**src/rtl/stage_operand.sv**
```systemverilog
// Operand stage between decode and execute: forwarding, predication, hazard stall and jump shadow.
// Optional performance counters are compiled in when STAGE_OPERAND_PERFCNT_EN is defined.
module stage_operand #(
  parameter int XLEN   = 32,
  parameter int RADDR  = 4,
  parameter int NFWD   = 2,
  parameter int SHADOW = 1
) (
  input  logic                   clk,
  input  logic                   rst,
  input  logic                   in_valid,
  input  logic [XLEN-1:0]        in_pc,
  input  logic [XLEN-1:0]        pred_val,
  input  logic                   pred_inv,
  input  logic [RADDR-1:0]       a_addr,
  input  logic [RADDR-1:0]       b_addr,
  input  logic [RADDR-1:0]       m_addr,
  input  logic                   a_used,
  input  logic                   b_used,
  input  logic                   m_used,
  input  logic [XLEN-1:0]        a_val,
  input  logic [XLEN-1:0]        b_val,
  input  logic [XLEN-1:0]        m_val,
  input  logic                   use_imm,
  input  logic [XLEN-1:0]        imm,
  input  logic [RADDR-1:0]       dest_in,
  input  logic [3:0]             aluop_in,
  input  logic                   is_mem,
  input  logic                   is_mem_write,
  input  logic                   is_jump,
  input  logic [NFWD-1:0]        fwd_pending,
  input  logic [NFWD-1:0]        fwd_valid,
  input  logic [NFWD*RADDR-1:0]  fwd_addr,
  input  logic [NFWD*XLEN-1:0]   fwd_data,
  input  logic                   stall_in,
  output logic                   stall,
  output logic                   discard,
  output logic                   out_valid,
  output logic [XLEN-1:0]        pc,
  output logic [XLEN-1:0]        reg_a,
  output logic [XLEN-1:0]        reg_b,
  output logic [XLEN-1:0]        reg_m,
  output logic [RADDR-1:0]       dest,
  output logic [3:0]             aluop,
  output logic                   mem,
  output logic                   mem_write,
  output logic                   jump
`ifdef STAGE_OPERAND_PERFCNT_EN
  ,
  output logic [31:0]            hazard_cycles,
  output logic [31:0]            bubble_cycles
`endif
);

  localparam int SW = (SHADOW < 1) ? 1 : $clog2(SHADOW + 1);
  localparam logic [SW-1:0] SHADOW_INIT = SW'(SHADOW);

  typedef struct packed {
    logic            hazard;
    logic [XLEN-1:0] val;
  } operand_t;

  // Lowest-numbered pending port that targets the address owns it; address 0 never forwards.
  function automatic operand_t resolve(
    input logic [RADDR-1:0]      addr,
    input logic [XLEN-1:0]       rf_val,
    input logic [NFWD-1:0]       pend,
    input logic [NFWD-1:0]       vld,
    input logic [NFWD*RADDR-1:0] faddr,
    input logic [NFWD*XLEN-1:0]  fdata
  );
    operand_t r;
    logic     found;
    r.hazard = 1'b0;
    r.val    = rf_val;
    found    = 1'b0;
    for (int i = 0; i < NFWD; i++) begin
      if (!found && pend[i] && (faddr[i*RADDR +: RADDR] == addr) && (addr != '0)) begin
        found = 1'b1;
        if (vld[i]) r.val    = fdata[i*XLEN +: XLEN];
        else        r.hazard = 1'b1;
      end
    end
    return r;
  endfunction

  operand_t op_a, op_b, op_m;
  logic     hazard, pred, emit;

  logic             out_valid_q, out_valid_d;
  logic [XLEN-1:0]  pc_q, pc_d, reg_a_q, reg_a_d, reg_b_q, reg_b_d, reg_m_q, reg_m_d;
  logic [RADDR-1:0] dest_q, dest_d;
  logic [3:0]       aluop_q, aluop_d;
  logic             mem_q, mem_d, mem_write_q, mem_write_d, jump_q, jump_d;
  logic [SW-1:0]    shadow_cnt_q, shadow_cnt_d;
  logic             first_cycle_q, first_cycle_d;

  always_comb begin
    op_a   = resolve(a_addr, a_val, fwd_pending, fwd_valid, fwd_addr, fwd_data);
    op_b   = resolve(b_addr, b_val, fwd_pending, fwd_valid, fwd_addr, fwd_data);
    op_m   = resolve(m_addr, m_val, fwd_pending, fwd_valid, fwd_addr, fwd_data);
    hazard = (a_used & op_a.hazard) | (b_used & op_b.hazard) | (m_used & op_m.hazard);
    stall  = stall_in | ~in_valid | hazard;
    pred   = ((pred_val == '0) ^ pred_inv) & ~first_cycle_q;
    emit   = ~stall & pred & (shadow_cnt_q == '0) & ~jump_q;
    discard = (emit & is_jump) | (shadow_cnt_q != '0);
  end

  // NOTE: every variable gets its hold value first so no path through this block infers a latch.
  always_comb begin
    out_valid_d   = out_valid_q;
    pc_d          = pc_q;
    reg_a_d       = reg_a_q;
    reg_b_d       = reg_b_q;
    reg_m_d       = reg_m_q;
    dest_d        = dest_q;
    aluop_d       = aluop_q;
    mem_d         = mem_q;
    mem_write_d   = mem_write_q;
    jump_d        = jump_q;
    shadow_cnt_d  = shadow_cnt_q;
    first_cycle_d = first_cycle_q & ~in_valid;

    if (!stall_in) begin
      if (emit) begin
        out_valid_d = 1'b1;
        pc_d        = in_pc;
        reg_a_d     = op_a.val;
        reg_b_d     = use_imm ? imm : op_b.val;
        reg_m_d     = op_m.val;
        dest_d      = dest_in;
        aluop_d     = aluop_in;
        mem_d       = is_mem;
        mem_write_d = is_mem_write;
        jump_d      = is_jump;
      end else begin
        out_valid_d = 1'b0;
        dest_d      = '0;
        mem_d       = 1'b0;
        mem_write_d = 1'b0;
        jump_d      = 1'b0;
      end
    end

    if (emit && is_jump) begin
      shadow_cnt_d = SHADOW_INIT;
    end else if ((shadow_cnt_q != '0) && in_valid && !stall_in) begin
      shadow_cnt_d = shadow_cnt_q - 1'b1;
    end
  end

  // NOTE: state flops use non-blocking assignments so every flop samples pre-edge values.
  always_ff @(posedge clk) begin
    if (rst) begin
      out_valid_q   <= 1'b0;
      dest_q        <= '0;
      mem_q         <= 1'b0;
      mem_write_q   <= 1'b0;
      jump_q        <= 1'b0;
      shadow_cnt_q  <= '0;
      first_cycle_q <= 1'b1;
    end else begin
      out_valid_q   <= out_valid_d;
      dest_q        <= dest_d;
      mem_q         <= mem_d;
      mem_write_q   <= mem_write_d;
      jump_q        <= jump_d;
      shadow_cnt_q  <= shadow_cnt_d;
      first_cycle_q <= first_cycle_d;
    end
  end

  // NOTE: the data payload is qualified by out_valid, so it is left unreset.
  always_ff @(posedge clk) begin
    pc_q    <= pc_d;
    reg_a_q <= reg_a_d;
    reg_b_q <= reg_b_d;
    reg_m_q <= reg_m_d;
    aluop_q <= aluop_d;
  end

  assign out_valid = out_valid_q;
  assign pc        = pc_q;
  assign reg_a     = reg_a_q;
  assign reg_b     = reg_b_q;
  assign reg_m     = reg_m_q;
  assign dest      = dest_q;
  assign aluop     = aluop_q;
  assign mem       = mem_q;
  assign mem_write = mem_write_q;
  assign jump      = jump_q;

`ifdef STAGE_OPERAND_PERFCNT_EN
  logic [31:0] hazard_cycles_q, hazard_cycles_d, bubble_cycles_q, bubble_cycles_d;

  // Both counters saturate at all-ones rather than wrapping.
  always_comb begin
    hazard_cycles_d = hazard_cycles_q;
    bubble_cycles_d = bubble_cycles_q;
    if (in_valid && !stall_in && hazard && (hazard_cycles_q != '1))
      hazard_cycles_d = hazard_cycles_q + 32'd1;
    if (!stall_in && !emit && (bubble_cycles_q != '1))
      bubble_cycles_d = bubble_cycles_q + 32'd1;
  end

  always_ff @(posedge clk) begin
    if (rst) begin
      hazard_cycles_q <= '0;
      bubble_cycles_q <= '0;
    end else begin
      hazard_cycles_q <= hazard_cycles_d;
      bubble_cycles_q <= bubble_cycles_d;
    end
  end

  assign hazard_cycles = hazard_cycles_q;
  assign bubble_cycles = bubble_cycles_q;
`endif

endmodule

```
**config.mk**
```make
export PLATFORM = sky130hd
export DESIGN_NAME = stage_operand
export DESIGN_NICKNAME = d
export VERILOG_FILES = /design/src/rtl/stage_operand.sv
export SDC_FILE = /design/constraint.sdc
export NUM_CORES = 1
export LEC_CHECK = 0
export CAP_MARGIN = 30
export CORE_AREA = 3 3 173 175
export CTS_CLUSTER_DIAMETER = 60
export DETAILED_ROUTE_END_ITERATION = 6
export DIE_AREA = 0 0 176 178
export PLACE_DENSITY = 0.68
export SETUP_SLACK_MARGIN = 0.1
export SLEW_MARGIN = 20
export SYNTH_ARGS = -nofsm -noshare
export SYNTH_HDL_FRONTEND = slang
export SYNTH_SLANG_ARGS = --single-unit
```
**constraint.sdc**
```tcl
create_clock -name clk -period 4.09 [get_ports clk]
set_input_delay 0.818 -clock clk [delete_from_list [all_inputs] [get_ports clk]]
set_output_delay 0.818 -clock clk [all_outputs]
set_load 0.1 [all_outputs]
```
==> results.toml <==
[outcome]
outcome = "finished, final reports clean"

[worst_setup_path]
cp_slowest_stage_delay_ps = 580
cp.buffers_inverters = 2
worstPathCellList = "clkdlybuf4s50_1 -> xnor2_1 -> o41ai_1 -> or4b_1 -> mux2i_2 -> and4bb_4 -> a21o_4 -> buf_12"
crit_arrival_ps = 3080
crit_slowest_cell = "sky130_fd_sc_hd__clkdlybuf4s50_1"
endpoint_kind = "output pin"
cp_max_fo = 4
timing.critical_path.from_type = "input pin"
critPathRequiredTime_ps = 3270
worst-setup-path-type = "input pin to output pin"
cell_family_contributing_the_most_delay_on_the_critical_path = "simple AND/OR/NAND/NOR gates"

[sta]
final-setup-viol-count = 0
max_clock_freq_mhz = 257
period_share = 0.953
tightest_slew_ps = 1040
clock-skew-final_ps = 11.7
maxSlewViolCount = 0
setup_repair_after_global_routing_missed_its_margin = "false"
timing_hold_violations_final = 0
final.setup.worst_slack_ps = 192
timing.max_slew.rel_slack = 0.306
final.setup.tns_ps = 0
finalCriticalPeriod_ps = 3900

[clock_tree]
cts_setup_buffers = 0
clk_pin_slew_worst_paths_ps = 70
number_of_clock_sinks = 142
worstSkewPairLatency_ps = 420
ctsHoldBuffers = 0
cts_tree = "done"
clockRootBuffer = "sky130_fd_sc_hd__clkbuf_16"
clock_path_buffers = 2
cts_made_buffers = 17
ctsHtreeMaxLevel = 4

[routing]
drt_pass1_iterations = 5
vias = 6662
antenna_violating_nets_post_route = 0
drt-vias-per-instance = 4.62
first_iter_violations = 287
route.detailed.wl_per_inst_microns = 19.5
drt-total-wl_microns = 28100
drt_drc_violations_left = 0

[synthesis]
yosys_most_used_dff = "sky130_fd_sc_hd__edfxtp_1"
synth_most_common_cell = "sky130_fd_sc_hd__edfxtp_1"
yosys_register_bits = 142
yosys.area.top_type = "sky130_fd_sc_hd__edfxtp_1"
synth-warning-count = 0
proportion_of_netlist_area_held_by_the_largest_area_contributor = 0.573
synth_commonest_cells = "sky130_fd_sc_hd__edfxtp_1, sky130_fd_sc_hd__nand2_1, sky130_fd_sc_hd__o21ai_0, sky130_fd_sc_hd__mux2i_1, sky130_fd_sc_hd__nor2_1"
synth_seq_area_share = 0.602
total_nets_after_synthesis = 894
synthDistinctLibCells = 43
postSynthAreaPerCell_sq_um = 11.6
cells_after_synth = 594
synth_async_sr_flop_share = 0
synth_edf_count = 132
netlist_top_cells_area = "sky130_fd_sc_hd__edfxtp_1, sky130_fd_sc_hd__mux2i_1, sky130_fd_sc_hd__nand2_1"
area_of_the_mapped_netlist_sq_um = 6910

[grt]
antenna_violations_before_repair = 0
grt_max_degree = 82
grt_overflow = 0
grt_first_pass_wirelength_microns = 40700
grt_pass1_vias = 6712
grtUsageTotal = 0.172

[layout]
post_route_cells_drive_above_1_share = 0.0757
area_growth_pct = 83.0
final_cell_count_without_fillers = 1442
final_net_count = 1345
fin_util = 0.442

[pwr]
p_leak_nw = 4.66
power-per-cell-area_nw_per_um2 = 308
peakVddDrop_v = 0.000235

[placement]
numPortBuffers = 441
worst_slack_at_placement_ps = 95.4
dp.final_hpwl_microns = 21800
gp_congestion = 0.886
placed_cells = 1410

[floorplanning]
top_level_ports = 442
die-width_microns = 176
fp.dieArea_sq_um = 31300
die_h_microns = 178
floorplan.rows = 62
initial_core_util = 0.241
floorplan.core_area_sq_um = 28600

[flow_run]
max_cap_violations = 0

[worst_hold_path]
hold_path_class = "register to register"
-- cells in the final DEF, fill, tap and decap left out, types with 4 or more instances in the layout --
cell | Yosys | layout
sky130_fd_sc_hd__inv_6 | 0 | 4
sky130_fd_sc_hd__o21ai_0 | 67 | 67
sky130_fd_sc_hd__nor2_1 | 33 | 33
sky130_fd_sc_hd__edfxtp_1 | 132 | 132
sky130_fd_sc_hd__o22ai_1 | 32 | 32
sky130_fd_sc_hd__dfxtp_1 | 10 | 10
sky130_fd_sc_hd__clkbuf_16 | 0 | 17
sky130_fd_sc_hd__buf_12 | 0 | 6
sky130_fd_sc_hd__mux2i_1 | 66 | 65
sky130_fd_sc_hd__a32o_2 | 5 | 5
sky130_fd_sc_hd__buf_16 | 0 | 4
sky130_fd_sc_hd__o31ai_1 | 32 | 32
sky130_fd_sc_hd__buf_4 | 0 | 20
sky130_fd_sc_hd__nand2_1 | 105 | 102
sky130_fd_sc_hd__nand4_1 | 6 | 6
sky130_fd_sc_hd__clkinvlp_4 | 0 | 4
sky130_fd_sc_hd__clkdlybuf4s50_1 | 0 | 437
sky130_fd_sc_hd__xnor2_1 | 20 | 20
sky130_fd_sc_hd__nor4_1 | 8 | 6
sky130_fd_sc_hd__nor2b_1 | 4 | 4
-- cell type report --
type | count | area (sq um)
timing repair buffer | 468 | 4760
inverter | 3 | 11.3
clock buffer | 18 | 429
tap | 384 | 480
multi-input combinational | 413 | 2660
clock inverter | 13 | 138
fill | 2640 | 16000
antenna | 1 | 2.50
sequential | 142 | 4160
-- sequential cells by signal, summed over array words and instances (netlist names) --
signal and flops:
first_cycle_q 1, reg_b 32, out_valid 1, mem_write 1, shadow_cnt_q 1, reg_a 32, pc 32, aluop 4
dest 4, reg_m 32, mem 1, jump 1
-- cells by family (layout without fill, tap and decap cells) --
kind of cell | Yosys count | in the layout | share of synthesized area
and+or+nand+nor | 176 | 176 | 0.115
buffers and inverters | 39 | 502 | 0.0235
xor gates and xnor gates | 21 | 21 | 0.0266
other | 0 | 1 | 0
muxes | 66 | 66 | 0.0956
AOI/OAI and AO/OA | 150 | 150 | 0.137
DFF | 142 | 142 | 0.602
-- path summary, 6_finish.rpt --
path                             start  slack (ps)  cells past startpoint                    to
min reg2reg       dest[2]$_SDFFE_PP0N_         470                      1  dest[2]$_SDFFE_PP0N_
max reg2reg  shadow_cnt_q$_SDFFE_PP0P_        2220                      4   reg_m[14]$_DFFE_PP_
max                        fwd_addr[7]         190                      8               discard
min               dest[2]$_SDFFE_PP0N_         470                      1  dest[2]$_SDFFE_PP0N_
-- what timing repair did --
action	in CTS	in global routing
endpoints found under the setup margin	1	1
pin swaps	0	0
gates resized for setup	1	4
-- stage by stage --
step	hold WS [ps]	power [mW]	instance area, sq um
CTS	461	3.94	12600
finish	469	3.89	12600
global route	493	4.05	12600
detailed placement	450	2.38	12100
global placement	442	2.37	11900
floorplan	427	1.95	6930
-- per-layer routing --
metal  vias up  track usage  wire length (microns)
met5         -            0                      0
met3        45       0.0547                   2320
met1      3141        0.203                  11100
li1       3166            -                      -
met4         0       0.0660                    799
met2       310        0.294                  13900
-- where the power goes --
group,internal (mW),switching (mW),total [mW]
clock,0.897,0.643,1.54
combinational,0.371,0.355,0.726
sequential,1.62,0.00613,1.63
total,2.89,1.00,3.89
-- worst reg2reg max path, delay by kind of cell, from the launching register on --
| family | cells | cell delay (ps) |
|---|---|---|
| AOI/OAI and AO/OA | 1 | 340 |
| and+or+nand+nor | 1 | 290 |
| DFF | 1 | 340 |
| buffers and inverters | 2 | 480 |
(Power assumes the default switching activity.)
